===== config.mk =====
export PLATFORM = sky130hd
export DESIGN_NAME = oob_detector
export DESIGN_NICKNAME = d
export VERILOG_FILES = /design/src/rtl/oob_detector.sv
export SDC_FILE = /design/constraint.sdc
export NUM_CORES = 1
export LEC_CHECK = 0
export ABC_AREA = 1
export BUFFER_PORTS_ARGS = -buffer_cell sky130_fd_sc_hd__buf_2
export CORE_AREA = 8 8 62 64
export CTS_CLUSTER_DIAMETER = 120
export DETAILED_ROUTE_END_ITERATION = 12
export DIE_AREA = 0 0 70 72
export GPL_ROUTABILITY_DRIVEN = 0
export PLACE_DENSITY_LB_ADDON = 0.12
export SLEW_MARGIN = 20
export SYNTH_ARGS = -nofsm -noshare
export SYNTH_HDL_FRONTEND = slang
export SYNTH_SLANG_ARGS = --single-unit

===== constraint.sdc =====
create_clock -name clk -period 1.45 [get_ports clk]
set_clock_uncertainty 0.05 [all_clocks]
set_input_delay 0.29 -clock clk [delete_from_list [all_inputs] [get_ports clk]]
set_output_delay 0.29 -clock clk [all_outputs]
set_load 0.05 [all_outputs]

===== src/rtl/oob_detector.sv =====
// SATA out-of-band detector: times bursts and gaps on the squelch/idle edges
// and raises one-cycle COMINIT/COMRESET or COMWAKE pulses once a full train
// of equally classified gaps has been collected.
module oob_detector #(
  parameter int CW        = 8,
  parameter int BURSTS    = 4,
  parameter int WAKE_MIN  = 9,
  parameter int WAKE_MAX  = 26,
  parameter int INIT_MIN  = 27,
  parameter int INIT_MAX  = 78,
  parameter int BURST_MAX = 40
) (
  input  logic clk,
  input  logic reset,
  input  logic i_idle_rise,
  input  logic i_idle_fall,
  output logic o_cominit,
  output logic o_comwake,
  output logic o_active
);

  // A gap must never qualify for both classes, and every threshold must be
  // representable in the cycle counter.
  if (WAKE_MAX >= INIT_MIN) begin : g_bad_classes
    $error("oob_detector: WAKE_MAX must be below INIT_MIN");
  end
  if (BURSTS < 2 || BURSTS > 15) begin : g_bad_bursts
    $error("oob_detector: BURSTS must be in 2..15");
  end
  if (INIT_MAX >= (1 << CW) || BURST_MAX >= (1 << CW)) begin : g_bad_width
    $error("oob_detector: thresholds must fit in CW bits");
  end

  localparam logic [CW-1:0] WMIN = CW'(WAKE_MIN);
  localparam logic [CW-1:0] WMAX = CW'(WAKE_MAX);
  localparam logic [CW-1:0] IMIN = CW'(INIT_MIN);
  localparam logic [CW-1:0] IMAX = CW'(INIT_MAX);
  localparam logic [CW-1:0] BMAX = CW'(BURST_MAX);
  localparam logic [3:0]    LAST = 4'(BURSTS - 1);

  typedef enum logic [1:0] {
    WAIT  = 2'd0,
    BURST = 2'd1,
    GAP   = 2'd2
  } state_t;

  state_t        state, state_nx;
  logic [CW-1:0] cnt, cnt_nx, cnt_inc;
  logic [3:0]    wake_n, wake_nx, wake_inc;
  logic [3:0]    init_n, init_nx, init_inc;
  logic          cominit_nx, comwake_nx;
  logic          fall, rise;

  // Coincident rise and fall is a glitch and decodes to neither edge.
  assign fall     = i_idle_fall & ~i_idle_rise;
  assign rise     = i_idle_rise & ~i_idle_fall;
  assign cnt_inc  = (cnt == {CW{1'b1}}) ? cnt : cnt + 1'b1;
  assign wake_inc = wake_n + 4'd1;
  assign init_inc = init_n + 4'd1;

  // Next-state, counter and detect decode.
  always_comb begin
    state_nx   = state;
    cnt_nx     = cnt;
    wake_nx    = wake_n;
    init_nx    = init_n;
    cominit_nx = 1'b0;
    comwake_nx = 1'b0;
    case (state)
      WAIT: begin
        if (fall) begin
          state_nx = BURST;
          cnt_nx   = '0;
        end
      end
      BURST: begin
        cnt_nx = cnt_inc;
        if (rise && cnt <= BMAX) begin
          state_nx = GAP;
          cnt_nx   = '0;
        end else if (cnt > BMAX) begin
          // Burst too long to be OOB signalling: drop the partial train.
          state_nx = WAIT;
          cnt_nx   = '0;
          wake_nx  = '0;
          init_nx  = '0;
        end
      end
      GAP: begin
        cnt_nx = cnt_inc;
        if (fall) begin
          // The fall always opens a burst, whatever the gap turned out to be.
          state_nx = BURST;
          cnt_nx   = '0;
          if (cnt >= WMIN && cnt <= WMAX) begin
            init_nx = '0;
            if (wake_inc == LAST) begin
              comwake_nx = 1'b1;
              wake_nx    = '0;
            end else begin
              wake_nx = wake_inc;
            end
          end else if (cnt >= IMIN && cnt <= IMAX) begin
            wake_nx = '0;
            if (init_inc == LAST) begin
              cominit_nx = 1'b1;
              init_nx    = '0;
            end else begin
              init_nx = init_inc;
            end
          end else begin
            wake_nx = '0;
            init_nx = '0;
          end
        end else if (cnt > IMAX) begin
          // Idle for longer than any legal gap: the train is over.
          state_nx = WAIT;
          cnt_nx   = '0;
          wake_nx  = '0;
          init_nx  = '0;
        end
      end
      default: begin
        state_nx = WAIT;
        cnt_nx   = '0;
        wake_nx  = '0;
        init_nx  = '0;
      end
    endcase
  end

  // State, counters and registered outputs; reset discards any partial train.
  always_ff @(posedge clk or negedge reset) begin
    if (!reset) begin
      state     <= WAIT;
      cnt       <= '0;
      wake_n    <= '0;
      init_n    <= '0;
      o_cominit <= 1'b0;
      o_comwake <= 1'b0;
      o_active  <= 1'b0;
    end else begin
      state     <= state_nx;
      cnt       <= cnt_nx;
      wake_n    <= wake_nx;
      init_n    <= init_nx;
      o_cominit <= cominit_nx;
      o_comwake <= comwake_nx;
      o_active  <= (state_nx != WAIT);
    end
  end

endmodule


==> impl_metrics.toml, run 1 <==
[outcome]
status = "complete, but fails checks"
violations = "negative setup slack"

[die]
io_pins = 7
rows = 20
die_h_um = 72
placeableCoreArea_um2 = 2903
initial_core_util = 0.5164
dieWidth_um = 70
fp.dieArea_um2 = 5040

[setup_path]
cp_max_fo = 4
worstSetupEndpointType = "flip-flop"
required_ns = 1.66
crit_type = "reg2reg"
start_kind = "flip-flop"
cp.arrival_ns = 1.82

[timing]
setup_viol = 20
period_share = 1.106
tightest_slew_ns = 0.4815
hold_viol = 0
slew_headroom = 0.6790
rsz0062_at_grt = "true"
min_period_ns = 1.604
finalSetupTns_ns = -1.599
max_freq_mhz = 623.3
drv_slew = 0
worst_slack_ns = -0.1544
holdWs_ns = 0.3891

[clock_tree]
cts.htree.levels = 1
clkSinkCount = 21
path_clk_slew_ns = 0.13
insertion_delay_ns = 0.32
numCtsBuffers = 3
cts_root_buf = "clkbuf_4"
cts_buffer_depth = 2
cts_tree = "built"

[detailed_routing]
viasPerCell = 5.251
drtIter0Drc = 88
ant_nets = 0
firstDrtPassIters = 4
vias = 1570
wirelength_mm = 4.393
drc = 0
post_drt_wl_per_cell_um = 14.69

[synthesis]
syn_avg_cell_area_um2 = 6.940
synth_top_area_share = 0.3506
seq_area_frac_synth = 0.3506
synth_cells = 216
ys_top_cells_by_area = "dfrtp_1 (35%), nand2_1 (18%), ha_1 (10%), inv_1 (8.8%), nand3_1 (6.0%)"
yosysWarnings = 0
yosysUniqueCellTypes = 21
syn-cell-area_um2 = 1499
synth_nets = 232
ys_ff_latch = 21
synth_top_area_cell = "dfrtp_1"

[min_path]
min_path_type = "in2async"

[placed_design]
hpwl_mm = 2.505
port_buffers = 6
placed_area_um2 = 1810

[power_and_ir_drop]
leakage_nw = 1.160
ir_worst_vdd_mv = 0.9506
power.density_nw_per_um2 = 993.3

[global_routing]
antenna_found_initial = 0
track_usage = 0.1420
first_global_vias = 1457
grt_max_degree = 22
overflow = 0
grt_first_pass_wirelength_mm = 6.120

[cells_and_area]
multi_input_area_um2 = 1125
layout.nets = 283
syn2layout_area_growth_pct = 48.83
diodes = 0
fillCellCount = 201
final_area_um2 = 2231
regArea_um2 = 528.0
postLayoutCoreUtil = 0.7685
drive_above_1_share = 0.4511

[run]
maxCapViolCount = 0
-- layer usage --
metal | part of all wire | routed length [µm] | track usage
met5 | 0 | 0 | 0
met4 | 0.025 | 109 | 0.06696
met3 | 0.032 | 139 | 0.01910
met2 | 0.53 | 2347 | 0.2619
met1 | 0.41 | 1796 | 0.1570
-- cells in the final DEF (no fill, tap or decap), drive strengths merged --
cell type    count
a21oi            7
buf             46
clkbuf           4
dfrtp           21
dlygate4sd3      1
ha              12
inv             35
nand2           79
nand2b           1
nand3           19
nand3b           1
nand4            3
nor2            19
nor3             6
o21a             2
o21ai            6
xnor2            1
xor2             3
-- critical path, stage by stage (launching register included) --
cell and delay [ns]:
dfrtp_1 0.44, buf_4 0.14, ha_1 0.15, inv_2 0.05, nor2_4 0.14, buf_4 0.17, nand3_2 0.09, a21oi_2 0.19
nand2_2 0.08, nand2_1 0.06
-- metrics by stage --
step	setup WS (ns)	std cells	power, mW
2_1_floorplan	-0.04841	216	1.174
3_3_place_gp	-0.1333	285	1.430
5_1_grt	-0.2421	299	2.328
6_report	-0.1544	299	2.216
3_5_place_dp	-0.1734	285	1.456
4_1_cts	-0.1167	292	1.887
-- cells by family after synthesis --
group	after synthesis	share of synthesized area
adder cells (fa/ha/maj)	12	0.1002
buffers and inverters	37	0.09850
AO/OA/AOI/OAI	15	0.06093
flip-flops	21	0.3506
AND/OR/NAND/NOR	127	0.3665
XOR/XNOR	4	0.02338
-- final cells by class --
| cell class | count | area share |
|---|---|---|
| Sequential cell | 21 | 0.2367 |
| Timing Repair Buffer | 47 | 0.1643 |
| Tap cell | 33 | 0.01851 |
| Multi-Input combinational cell | 159 | 0.5042 |
| Inverter | 35 | 0.06450 |
| Clock buffer | 4 | 0.01178 |
-- state kept, by name (all words and copies together), names as in the netlist --
| name | flops |
|---|---|
| cnt | 8 |
| init_n | 4 |
| wake_n | 4 |
| state | 2 |
| o_active | 1 |
| o_cominit | 1 |
| o_comwake | 1 |
-- where the power goes --
part | internal, mW | switching (mW) | total (mW)
logic | 0.505 | 0.737 | 1.24
clock network | 0.108 | 0.200 | 0.308
registers | 0.626 | 0.0402 | 0.666
total | 1.24 | 0.977 | 2.22
-- cell usage after synthesis (all sizes together) --
cell and number:
dfrtp 21, nand2 78, a21oi 7, xor2 3, nand3b 1, o21ai 6, xnor2 1, buf 2
ha 12, o21a 2, nor3 6, nand2b 1, nand3 19, nor2 19, nand4 3, inv 35
-- worst paths after layout --
kind | cells past startpoint | slack [ns] | start | end
worst max-delay path | 9 | -0.15 | state[0] | o_active
worst min-delay path | 2 | 0.39 | reset | cnt[3]
worst max register to register | 9 | -0.15 | state[0] | o_active
worst min register to register | 2 | 0.48 | init_n[3] | init_n[3]
max in group asynchronous | 2 | 0.61 | reset | cnt[1]
min in group clk | 4 | 0.44 | i_idle_fall | cnt[7]
-- what timing repair did --
| item | CTS | global route |
|---|---|---|
| gates cloned | 1 | 0 |
| pin swaps | 14 | 31 |
| hold buffers | 1 | 0 |
| resized for setup | 19 | 68 |
| setup endpoints to repair | 20 | 20 |
| hold endpoints to repair | 21 | 0 |
| setup buffers | 1 | 7 |
(Power assumes the default switching activity.)
==> run 2, diff against run 1 <==
Settings changed: ABC_AREA 1 to not set, CAP_MARGIN set to 15, CORE_AREA 8 8 62 64 to 8 8 60 62, DIE_AREA 0 0 70 72 to 0 0 68 70, GPL_TIMING_DRIVEN set to 0.
==> run 2 against run 1 <==
Against the previous run: the run still ends with negative setup slack left; clock power fell by 4%; cell area fell by 19%; synthesized area is 7.3% lower; global-route usage is 0.70 points lower; critical path depth is 3 lower; final cell count shrank 29%; synthesized cell count fell by 30%; first-iteration DRC count is 35% higher; maximum frequency down 20%; critical endpoint is now init_n[3]; largest cell class unchanged.
==> impl_metrics.toml, run 2 <==
[outcome]
status = "complete, but fails checks"
violations = "negative setup slack"

[placed_design]
place_ws_ns = -0.6883
placed_area_um2 = 1521
hpwl_mm = 2.111
port_buffers = 6

[synthesis]
ys_ff_latch = 21
synth_nets = 168
syn-cell-area_um2 = 1389
async_flop_share = 1.000
ys.flop_type = "dfrtp_1"
synth_top_area_share = 0.3784
ys_top_cells_by_area = "dfrtp_1 (38%), ha_1 (11%), nand2_1 (4.3%), a21oi_1 (3.6%), nor2_1 (3.0%)"
synth-edff-count = 0
syn_avg_cell_area_um2 = 9.137
synthTopCellsByCount = "dfrtp_1 (21), nand2_1 (16), ha_1 (12)"
seq_area_frac_synth = 0.3784
synth_cells = 152
synth_top_area_cell = "dfrtp_1"
yosysUniqueCellTypes = 46
yosysWarnings = 0
synth.most_common_cell = "dfrtp_1"

[cells_and_area]
layout.nets = 197
top_register = "cnt"
postLayoutCoreUtil = 0.6805
drive_above_1_share = 0.3667
largest_reg_flops = 8
top_regs = "cnt: 8 flops, init_n: 4 flops, wake_n: 4 flops"
final_area_um2 = 1812
fillCellCount = 194
most-common-layout-cells = "buf_4 (17), dfrtp_1 (17), nand2_1 (15)"
diodes = 0
syn2layout_area_growth_pct = 30.45

[die]
initial_core_util = 0.5216
dieWidth_um = 68
rows = 19
fp.dieArea_um2 = 4760
io_pins = 7
die_h_um = 70
placeableCoreArea_um2 = 2663

[clock_tree]
numCtsBuffers = 3
cts.htree.levels = 1
cts_tree = "built"
insertion_delay_ns = 0.31
cts_buffer_depth = 2
clkSinkCount = 21
path_clk_slew_ns = 0.12
cts_root_buf = "clkbuf_4"

[global_routing]
antenna_found_initial = 0
track_usage = 0.1349
first_global_vias = 1268
grt_first_pass_wirelength_mm = 5.347
overflow = 0
grt_max_degree = 22

[detailed_routing]
ant_nets = 0
post_drt_wl_per_cell_um = 15.34
vias = 1275
drtIter0Drc = 119
drc = 0
firstDrtPassIters = 5
wirelength_mm = 3.237
viasPerCell = 6.043

[setup_path]
cp.arrival_ns = 2.21
start_kind = "flip-flop"
crit_type = "reg2reg"
rr_startpoint = "cnt[1]"
required_ns = 1.64
worstSetupEndpointType = "flip-flop"
crit_chain = "buf_4 > nand3_2 > o211a_1 > a311o_1 > or4_1 > o211ai_2"
crit_start = "cnt[1]"
crit_slowest_cell = "dfrtp_2"
cp_max_fo = 4
reg2reg_setup_slack_ns = -0.57
r2r_end = "init_n[3]"
worstSetupEndpoint = "init_n[3]"
max_stage_delay_ns = 0.44
reg2regPathDepth = 6

[timing]
tightest_slew_ns = 0.4885
hold_viol = 0
min_period_ns = 2.018
holdWs_ns = 0.3784
drv_slew = 0
max_freq_mhz = 495.6
setup_viol = 20
worst_slack_ns = -0.5678
slew_headroom = 0.6743
rsz0062_at_grt = "true"
period_share = 1.392

[min_path]
min_path_type = "in2reg"

[power_and_ir_drop]
ir_worst_vdd_mv = 1.353
power.density_nw_per_um2 = 1271
power_mw = 2.303
leakage_nw = 0.7497

[run]
maxCapViolCount = 0
[run 2: worst min path at each step]
| stage | start | endpoint | cells past startpoint |
|---|---|---|---|
| finish | i_idle_rise | state[1] | 4 |
| CTS | i_idle_rise | state[1] | 4 |
| detailed placement | reset | wake_n[3] | 1 |
| global placement | reset | wake_n[3] | 1 |
| floorplan | reset | cnt[0] | 0 |
| global route | i_idle_rise | state[1] | 4 |
[run 2: cell type report]
| class | instances | area, µm² | area share |
|---|---|---|---|
| Timing Repair Buffer | 24 | 178.9 | 0.09876 |
| Inverter | 7 | 28.78 | 0.01588 |
| Tap cell | 31 | 38.79 | 0.02141 |
| Sequential cell | 21 | 530.5 | 0.2928 |
| Buffer | 4 | 36.28 | 0.02003 |
| Multi-Input combinational cell | 120 | 972.2 | 0.5366 |
| Clock buffer | 4 | 26.28 | 0.01450 |
[run 2: timing repair]
action                                  CTS  global route
hold buffers                              1             0
endpoints found under the hold margin    21             0
gates cloned                              1             0
pin swaps                                 4             4
endpoints found under the setup margin   20            20
buffers inserted                         15             1
gates resized for setup                  24             6
[run 2: kinds of logic after synthesis]
kind of cell	Yosys count	share of synthesized area
and+or+nand+nor	58	0.2180
DFF	21	0.3784
buffers and inverters	11	0.03603
adders and majority gates	12	0.1081
AOI/OAI and AO/OA	49	0.2532
xor gates and xnor gates	1	0.006307
[run 2: layer usage]
layer | global-route usage | vias to the layer above | part of all wire
li1 | - | 616 | -
met1 | 0.1697 | 615 | 0.44
met2 | 0.2296 | 34 | 0.50
met3 | 0.02073 | 10 | 0.043
met4 | 0.03189 | 0 | 0.019
met5 | 0 | - | 0
[run 2: power breakdown]
group          switching (mW)  internal (mW)  leakage [nW]  total [mW]
clock                   0.187          0.107        0.0150       0.295
combinational           0.676          0.629         0.452        1.30
sequential             0.0566          0.648         0.282       0.704
total                   0.920           1.38         0.750        2.30
[run 2: through the flow]
stage,TNS (ns),cells
4_1_cts,-6.953,210
5_1_grt,-9.071,211
2_1_floorplan,-4.694,152
6_report,-7.791,211
3_3_place_gp,-8.303,189
3_5_place_dp,-8.437,189
[run 2: worst max-delay path: cells and delay by family (launching register included)]
family / cells / cell delay, ns
AOI/OAI and AO/OA: 3 / 0.78
buffers and inverters: 1 / 0.14
DFF: 1 / 0.44
and+or+nand+nor: 2 / 0.55
